--- src/rtl/fixed_point_engine.sv ---
// Signed Q(WIDTH-FBITS).FBITS arithmetic engine: add/sub, chunked multiply and
// restoring square root behind a start/busy/done handshake.
//
// state  | meaning
// IDLE   | waiting for start
// ADDSUB | single-cycle add or subtract, result written on exit
// MUL    | one chunk product per cycle, then scale and range check
// SQRT   | one root bit per cycle, then result written
// DONE   | result valid for one cycle; a new start is accepted here

module fixed_point_engine #(
    parameter int WIDTH     = 32,
    parameter int FBITS     = 10,
    parameter int MUL_CHUNK = 16,
    parameter int SATURATE  = 1
) (
    input  logic             clk,
    input  logic             reset,
    input  logic             start,
    input  logic [1:0]       operation,
    input  logic [WIDTH-1:0] operand_1,
    input  logic [WIDTH-1:0] operand_2,
    output logic [WIDTH-1:0] result,
    output logic             busy,
    output logic             done,
    output logic             overflow
);

    localparam int N_CHUNK = WIDTH / MUL_CHUNK;
    localparam int N_PROD  = N_CHUNK * N_CHUNK;
    localparam int RAD_W   = ((WIDTH + FBITS + 1) / 2) * 2;
    localparam int ROOT_W  = RAD_W / 2;
    localparam int CNT_MAX = (N_PROD > ROOT_W) ? N_PROD : ROOT_W;
    localparam int CNT_W   = $clog2(CNT_MAX + 1);
    localparam int IDX_W   = (N_CHUNK > 1) ? $clog2(N_CHUNK) : 1;

    localparam logic [WIDTH-1:0] MAX_POS = {1'b0, {(WIDTH-1){1'b1}}};
    localparam logic [WIDTH-1:0] MAX_NEG = {1'b1, {(WIDTH-1){1'b0}}};

    typedef enum logic [2:0] {IDLE, ADDSUB, MUL, SQRT, DONE} state_t;

    state_t               state, state_nxt;
    logic                 sub_q;
    logic                 neg_q;
    logic [WIDTH-1:0]     a_q, b_q;
    logic [CNT_W-1:0]     cnt;
    logic [IDX_W-1:0]     i_idx, j_idx;
    logic [2*WIDTH-1:0]   acc;
    logic [RAD_W-1:0]     rad_q;
    logic [ROOT_W+1:0]    rem_q;
    logic [ROOT_W-1:0]    root_q;

    logic                 accept;
    logic [WIDTH-1:0]     b_eff;
    logic [WIDTH:0]       sum_full;
    logic                 as_ovf;
    logic [WIDTH-1:0]     a_mag, b_mag;
    logic [MUL_CHUNK-1:0] a_chunk, b_chunk;
    logic [2*MUL_CHUNK-1:0] prod;
    logic [2*WIDTH-1:0]   prod_sh, mag_sh, mul_val;
    logic                 mul_fits;
    logic [ROOT_W+1:0]    rem_sh, trial;

    assign accept = start && (state == IDLE || state == DONE);
    assign busy   = (state == ADDSUB) || (state == MUL) || (state == SQRT);
    assign done   = (state == DONE);

    always_ff @(posedge clk or negedge reset) begin
        if (!reset) state <= IDLE;
        else        state <= state_nxt;
    end

    always_comb begin
        state_nxt = state;
        case (state)
            IDLE, DONE: begin
                state_nxt = IDLE;
                if (start) begin
                    case (operation)
                        2'b10:   state_nxt = MUL;
                        2'b11:   state_nxt = SQRT;
                        default: state_nxt = ADDSUB;
                    endcase
                end
            end
            ADDSUB:  state_nxt = DONE;
            MUL:     if (cnt == '0) state_nxt = DONE;
            SQRT:    if (cnt == '0) state_nxt = DONE;
            default: state_nxt = IDLE;
        endcase
    end

    // Sum carries one guard bit so its top bit is the true sign for saturation.
    always_comb begin
        b_eff    = sub_q ? ~b_q : b_q;
        sum_full = {a_q[WIDTH-1], a_q} + {b_eff[WIDTH-1], b_eff} + (WIDTH+1)'(sub_q);
        as_ovf   = (a_q[WIDTH-1] == b_eff[WIDTH-1]) && (sum_full[WIDTH-1] != a_q[WIDTH-1]);
    end

    always_comb begin
        a_mag   = a_q[WIDTH-1] ? -a_q : a_q;
        b_mag   = b_q[WIDTH-1] ? -b_q : b_q;
        a_chunk = '0;
        b_chunk = '0;
        for (int c = 0; c < N_CHUNK; c++) begin
            if (i_idx == IDX_W'(c)) a_chunk = a_mag[c*MUL_CHUNK +: MUL_CHUNK];
            if (j_idx == IDX_W'(c)) b_chunk = b_mag[c*MUL_CHUNK +: MUL_CHUNK];
        end
        prod     = (2*MUL_CHUNK)'(a_chunk) * (2*MUL_CHUNK)'(b_chunk);
        prod_sh  = (2*WIDTH)'(prod) << (MUL_CHUNK * (int'(i_idx) + int'(j_idx)));
        mag_sh   = acc >> FBITS;
        mul_val  = neg_q ? -mag_sh : mag_sh;
        mul_fits = (mul_val[2*WIDTH-1:WIDTH-1] == '0) || (mul_val[2*WIDTH-1:WIDTH-1] == '1);
    end

    always_comb begin
        rem_sh = (rem_q << 2) | (ROOT_W+2)'(rad_q[RAD_W-1 -: 2]);
        trial  = {root_q, 2'b01};
    end

    always_ff @(posedge clk or negedge reset) begin
        if (!reset) begin
            sub_q    <= 1'b0;
            neg_q    <= 1'b0;
            a_q      <= '0;
            b_q      <= '0;
            cnt      <= '0;
            i_idx    <= '0;
            j_idx    <= '0;
            acc      <= '0;
            rad_q    <= '0;
            rem_q    <= '0;
            root_q   <= '0;
            result   <= '0;
            overflow <= 1'b0;
        end else begin
            if (accept) begin
                sub_q  <= operation[0];
                a_q    <= operand_1;
                b_q    <= operand_2;
                i_idx  <= '0;
                j_idx  <= '0;
                acc    <= '0;
                rem_q  <= '0;
                root_q <= '0;
                rad_q  <= RAD_W'(operand_1) << FBITS;
                case (operation)
                    2'b10: begin
                        neg_q <= operand_1[WIDTH-1] ^ operand_2[WIDTH-1];
                        cnt   <= CNT_W'(N_PROD);
                    end
                    2'b11: begin
                        neg_q <= operand_1[WIDTH-1];
                        cnt   <= operand_1[WIDTH-1] ? '0 : CNT_W'(ROOT_W);
                    end
                    default: begin
                        neg_q <= 1'b0;
                        cnt   <= '0;
                    end
                endcase
            end
            case (state)
                ADDSUB: begin
                    overflow <= as_ovf;
                    if (as_ovf && SATURATE != 0)
                        result <= sum_full[WIDTH] ? MAX_NEG : MAX_POS;
                    else
                        result <= sum_full[WIDTH-1:0];
                end
                MUL: begin
                    if (cnt != '0) begin
                        acc <= acc + prod_sh;
                        cnt <= cnt - CNT_W'(1);
                        if (i_idx == IDX_W'(N_CHUNK - 1)) begin
                            i_idx <= '0;
                            j_idx <= j_idx + IDX_W'(1);
                        end else begin
                            i_idx <= i_idx + IDX_W'(1);
                        end
                    end else begin
                        overflow <= !mul_fits;
                        if (!mul_fits && SATURATE != 0)
                            result <= neg_q ? MAX_NEG : MAX_POS;
                        else
                            result <= mul_val[WIDTH-1:0];
                    end
                end
                SQRT: begin
                    if (cnt != '0) begin
                        cnt   <= cnt - CNT_W'(1);
                        rad_q <= rad_q << 2;
                        if (rem_sh >= trial) begin
                            rem_q  <= rem_sh - trial;
                            root_q <= (root_q << 1) | ROOT_W'(1);
                        end else begin
                            rem_q  <= rem_sh;
                            root_q <= root_q << 1;
                        end
                    end else begin
                        overflow <= neg_q;
                        result   <= neg_q ? '0 : WIDTH'(root_q);
                    end
                end
                default: ;
            endcase
        end
    end

endmodule

--- config.mk ---
export PLATFORM = sky130hd
export DESIGN_NAME = fixed_point_engine
export DESIGN_NICKNAME = d
export VERILOG_FILES = /design/src/rtl/fixed_point_engine.sv
export SDC_FILE = /design/constraint.sdc
export NUM_CORES = 2
export LEC_CHECK = 0
export CAP_MARGIN = 10
export CORE_MARGIN = 8
export CORE_UTILIZATION = 50
export DETAILED_ROUTE_END_ITERATION = 10
export GPL_ROUTABILITY_DRIVEN = 1
export PLACE_DENSITY = 0.76
export SLEW_MARGIN = 40
export SYNTH_ARGS = -nofsm -noshare
export SYNTH_HDL_FRONTEND = slang
export SYNTH_SLANG_ARGS = --single-unit
--- constraint.sdc ---
create_clock -name clk -period 12.76 [get_ports clk]
set_input_delay 3.19 -clock clk [delete_from_list [all_inputs] [get_ports clk]]
set_output_delay 3.19 -clock clk [all_outputs]
set_load 0.005 [all_outputs]
==> run_results.csv <==
group,metric,value,unit
yosys,synth_edf_count,0,
timing,rsz0062_at_grt,"true",
yosys,synth_top_area_share,22.1,%
timing,maxSlewHeadroom,45.2,%
job,maxCapViolCount,0,
yosys,ys_top_cells_by_area,"dfrtp_1 (22%), fa_1 (13%), ha_1 (9.7%)",
detailed_routing,ant_nets,0,
yosys,synthTopCellsByCount,"nand2_1 (509), inv_1 (311), nor2_1 (262), dfrtp_1 (257), ha_1 (226)",
clocking,hold_buffers,0,
yosys,ys_seq_elements,257,
floorplan,io_pins,104,
critical_path,path_depth,49,
critical_path,worstPathRequired,13.23,ns
global_routing,grt_pass1_vias,26800,
critical_path,cp-start-kind,"register",
detailed_routing,wirelength,93400,um
timing,timing.final.crit_share,99.8,%
critical_path,path_class,"register to register",
clocking,cts_max_level,1,
placed_design,dp_hpwl,71100,um
critical_path,cp-endpoint,"acc[62]$_DFF_PN0_",
clocking,clk_pin_slew,0.07,ns
placed_design,dp_slack,-0.559,ns
critical_path,end_kind,"register",
clocking,cts_tree,"built",
floorplan,rows,88,
timing,finClkSkew,0.0373,ns
yosys,yosysWarnings,0,
timing,slew_violations,0,
yosys,yosysMostFrequentCell,"nand2_1",
detailed_routing,wl_per_cell,20.0,um
global_routing,groute.usage.overall,27.2,%
critical_path,worst_path_largest_cell_delay,0.60,ns
placed_design,place.gp.congestion,0.969,
floorplan,initial_core_util,50.5,%
clocking,clockBufferDepth,3,
yosys,synth-main-ff-cell,"dfrtp_1",
clocking,clock_sinks,257,
yosys,yosysSeqAreaShare,22.1,%
clocking,clock_latency,0.61,ns
floorplan,die_x,257,um
global_routing,grt_start_max_net_pins,110,
critical_path,startpoint,"a_q[5]$_DFFE_PN0P_",
hold_path,hp-class,"register to register",
placed_design,portBuffers,103,
critical_path,crit_family,"simple AND/OR/NAND/NOR gates",
yosys,syn_inst,3623,
floorplan,dieArea,66200,um^2
critical_path,reg2reg_depth,49,
global_routing,grt_antenna_before_repair,1,
critical_path,crit_buf_inv,7,
clocking,numCtsBuffers,30,
global_routing,overflow,0,
critical_path,r2r_start,"a_q[5]$_DFFE_PN0P_",
finish,drive_gt1_share,14.7,%
finish,final_core_util,60.6,%
critical_path,worstPathArrival,13.20,ns
finish,finalNetCount,4377,
placed_design,place_inst,4577,
critical_path,crit_fanout,5,
timing,timing.fmax,78.5,MHz
timing,hold_viol,0,
floorplan,fp.dieH,257,um
timing,setup_violations,0,
timing,min_period,12.73,ns
critical_path,reg2reg_to,"acc[62]$_DFF_PN0_",
detailed_routing,drc,0,
status,outcome,"complete, no violations",
yosys,yosysTopAreaCell,"dfrtp_1",
yosys,synth_cell_types,79,
detailed_routing,vias,27800,
detailed_routing,viasPerCell,5.94,
floorplan,coreArea,57600,um^2
yosys,synth_area,29100,um^2
clocking,cts-root-buf,"clkbuf_16",
finish,final_cells,4673,
critical_path,rrSetupSlack,0.03,ns
detailed_routing,drt_iter0_markers,2642,
critical_path,crit_path_top_delay_cell,"fa_1",
finish,diodes,0,
timing,timing.hold.ws,0.473,ns
yosys,synthArstFlopShare,100,%
timing,fin_ws,0.0284,ns
finish,syn2layout_area_growth,19.8,%
detailed_routing,firstDrtPassIters,6,
yosys,synth_nets,4114,
timing,worstMarginPinSlew,0.819,ns
yosys,syn_avg_cell_area,8.03,um^2
global_routing,grt_pass1_wl,147000,um
-- worst min-delay path by stage --
stage                     slack (ns)  cells past startpoint                 end               start
after CTS                       0.47                      2  rad_q[4]$_DFF_PN0_  rad_q[2]$_DFF_PN0_
after global placement          0.45                      2  rad_q[3]$_DFF_PN0_  rad_q[1]$_DFF_PN0_
after global routing            0.52                      2  rad_q[9]$_DFF_PN0_  rad_q[7]$_DFF_PN0_
final                           0.47                      2  rad_q[7]$_DFF_PN0_  rad_q[5]$_DFF_PN0_
after detailed placement        0.45                      2  rad_q[5]$_DFF_PN0_  rad_q[3]$_DFF_PN0_
after floorplan                 0.43                      2  rad_q[2]$_DFF_PN0_  rad_q[0]$_DFF_PN0_
-- worst min-delay path: stages, from the launching register on --
cell and delay, ns:
dfrtp_1 0.34, nand2_1 0.05, nand2_1 0.05
-- cell usage in the layout, fill, tap and decap left out, types with 14 or more instances in the layout --
cell / netlist / layout
a211oi_1: 43 / 37
a21o_1: 92 / 92
a21oi_1: 208 / 188
a21oi_2: 2 / 18
a31oi_1: 59 / 54
and2_1: 59 / 55
and3_1: 25 / 23
buf_4: 2 / 290
buf_6: 3 / 21
clkbuf_16: 0 / 30
clkdlybuf4s50_1: 0 / 102
dfrtp_1: 257 / 256
fa_1: 196 / 185
ha_1: 226 / 211
ha_4: 0 / 14
inv_1: 311 / 299
mux2i_1: 34 / 32
nand2_1: 509 / 502
nand2b_1: 36 / 36
nand3_1: 168 / 166
nand4_1: 25 / 25
nor2_1: 262 / 253
nor2b_1: 50 / 45
nor3_1: 63 / 60
nor4_1: 17 / 17
o21a_1: 22 / 22
o21ai_0: 216 / 193
o21ai_1: 6 / 18
o21bai_1: 20 / 20
o22ai_1: 23 / 20
o311ai_0: 15 / 15
o31ai_1: 29 / 27
or3_1: 41 / 38
xnor2_1: 110 / 105
xor2_1: 114 / 111
-- logic make-up after synthesis --
kind of cell    count (synthesis)  synth area share, %
simple gates                 1316                 21.1
compound gates                857                 18.6
buf+inv                       501                 6.60
fa+ha+maj                     422                 23.2
flops                         257                 22.1
xor+xnor                      224                 6.74
mux                            46                 1.63
-- metal layers --
layer  vias to the layer above  wire (um)  track usage, %
met5                         -         13               0
met4                         2       3550            8.77
met3                       208       7350            4.63
met2                      1151      42600            42.9
met1                     13400      39900            37.8
li1                      13000          -               -
-- layout make-up --
class                   instances  area (um^2)
fillers                      4936        22700
repair buffers                419         3560
clock buffers                  37          827
clock inverters                17          230
inverters                     313         1170
flip-flops and latches        257         6430
well taps                     765          957
multi-input cells            2865        21700
-- registers in the layout, summed over array words and instances (netlist names), 3 cells and up --
name / count
rad_q: 42
state: 3
root_q: 21
cnt: 5
result: 32
b_q: 32
a_q: 32
rem_q: 21
acc: 64
-- what timing repair did --
action,4_1_cts,5_1_grt
pin swaps,41,104
gates resized for setup,43,166
gates cloned,0,0
setup endpoints to repair,16,33
buffers inserted,18,25
-- through the flow --
stage	cell area, um^2	setup TNS, ns
floorplan	29100	0
global placement	32500	-1.39
detailed placement	32500	-3.11
CTS	33900	0
global route	34900	-1.54
finish	34900	0
Power is left out: the tool's default activity adds up to more than one toggle a clock period on the data nets, which glitch-free logic cannot reach.
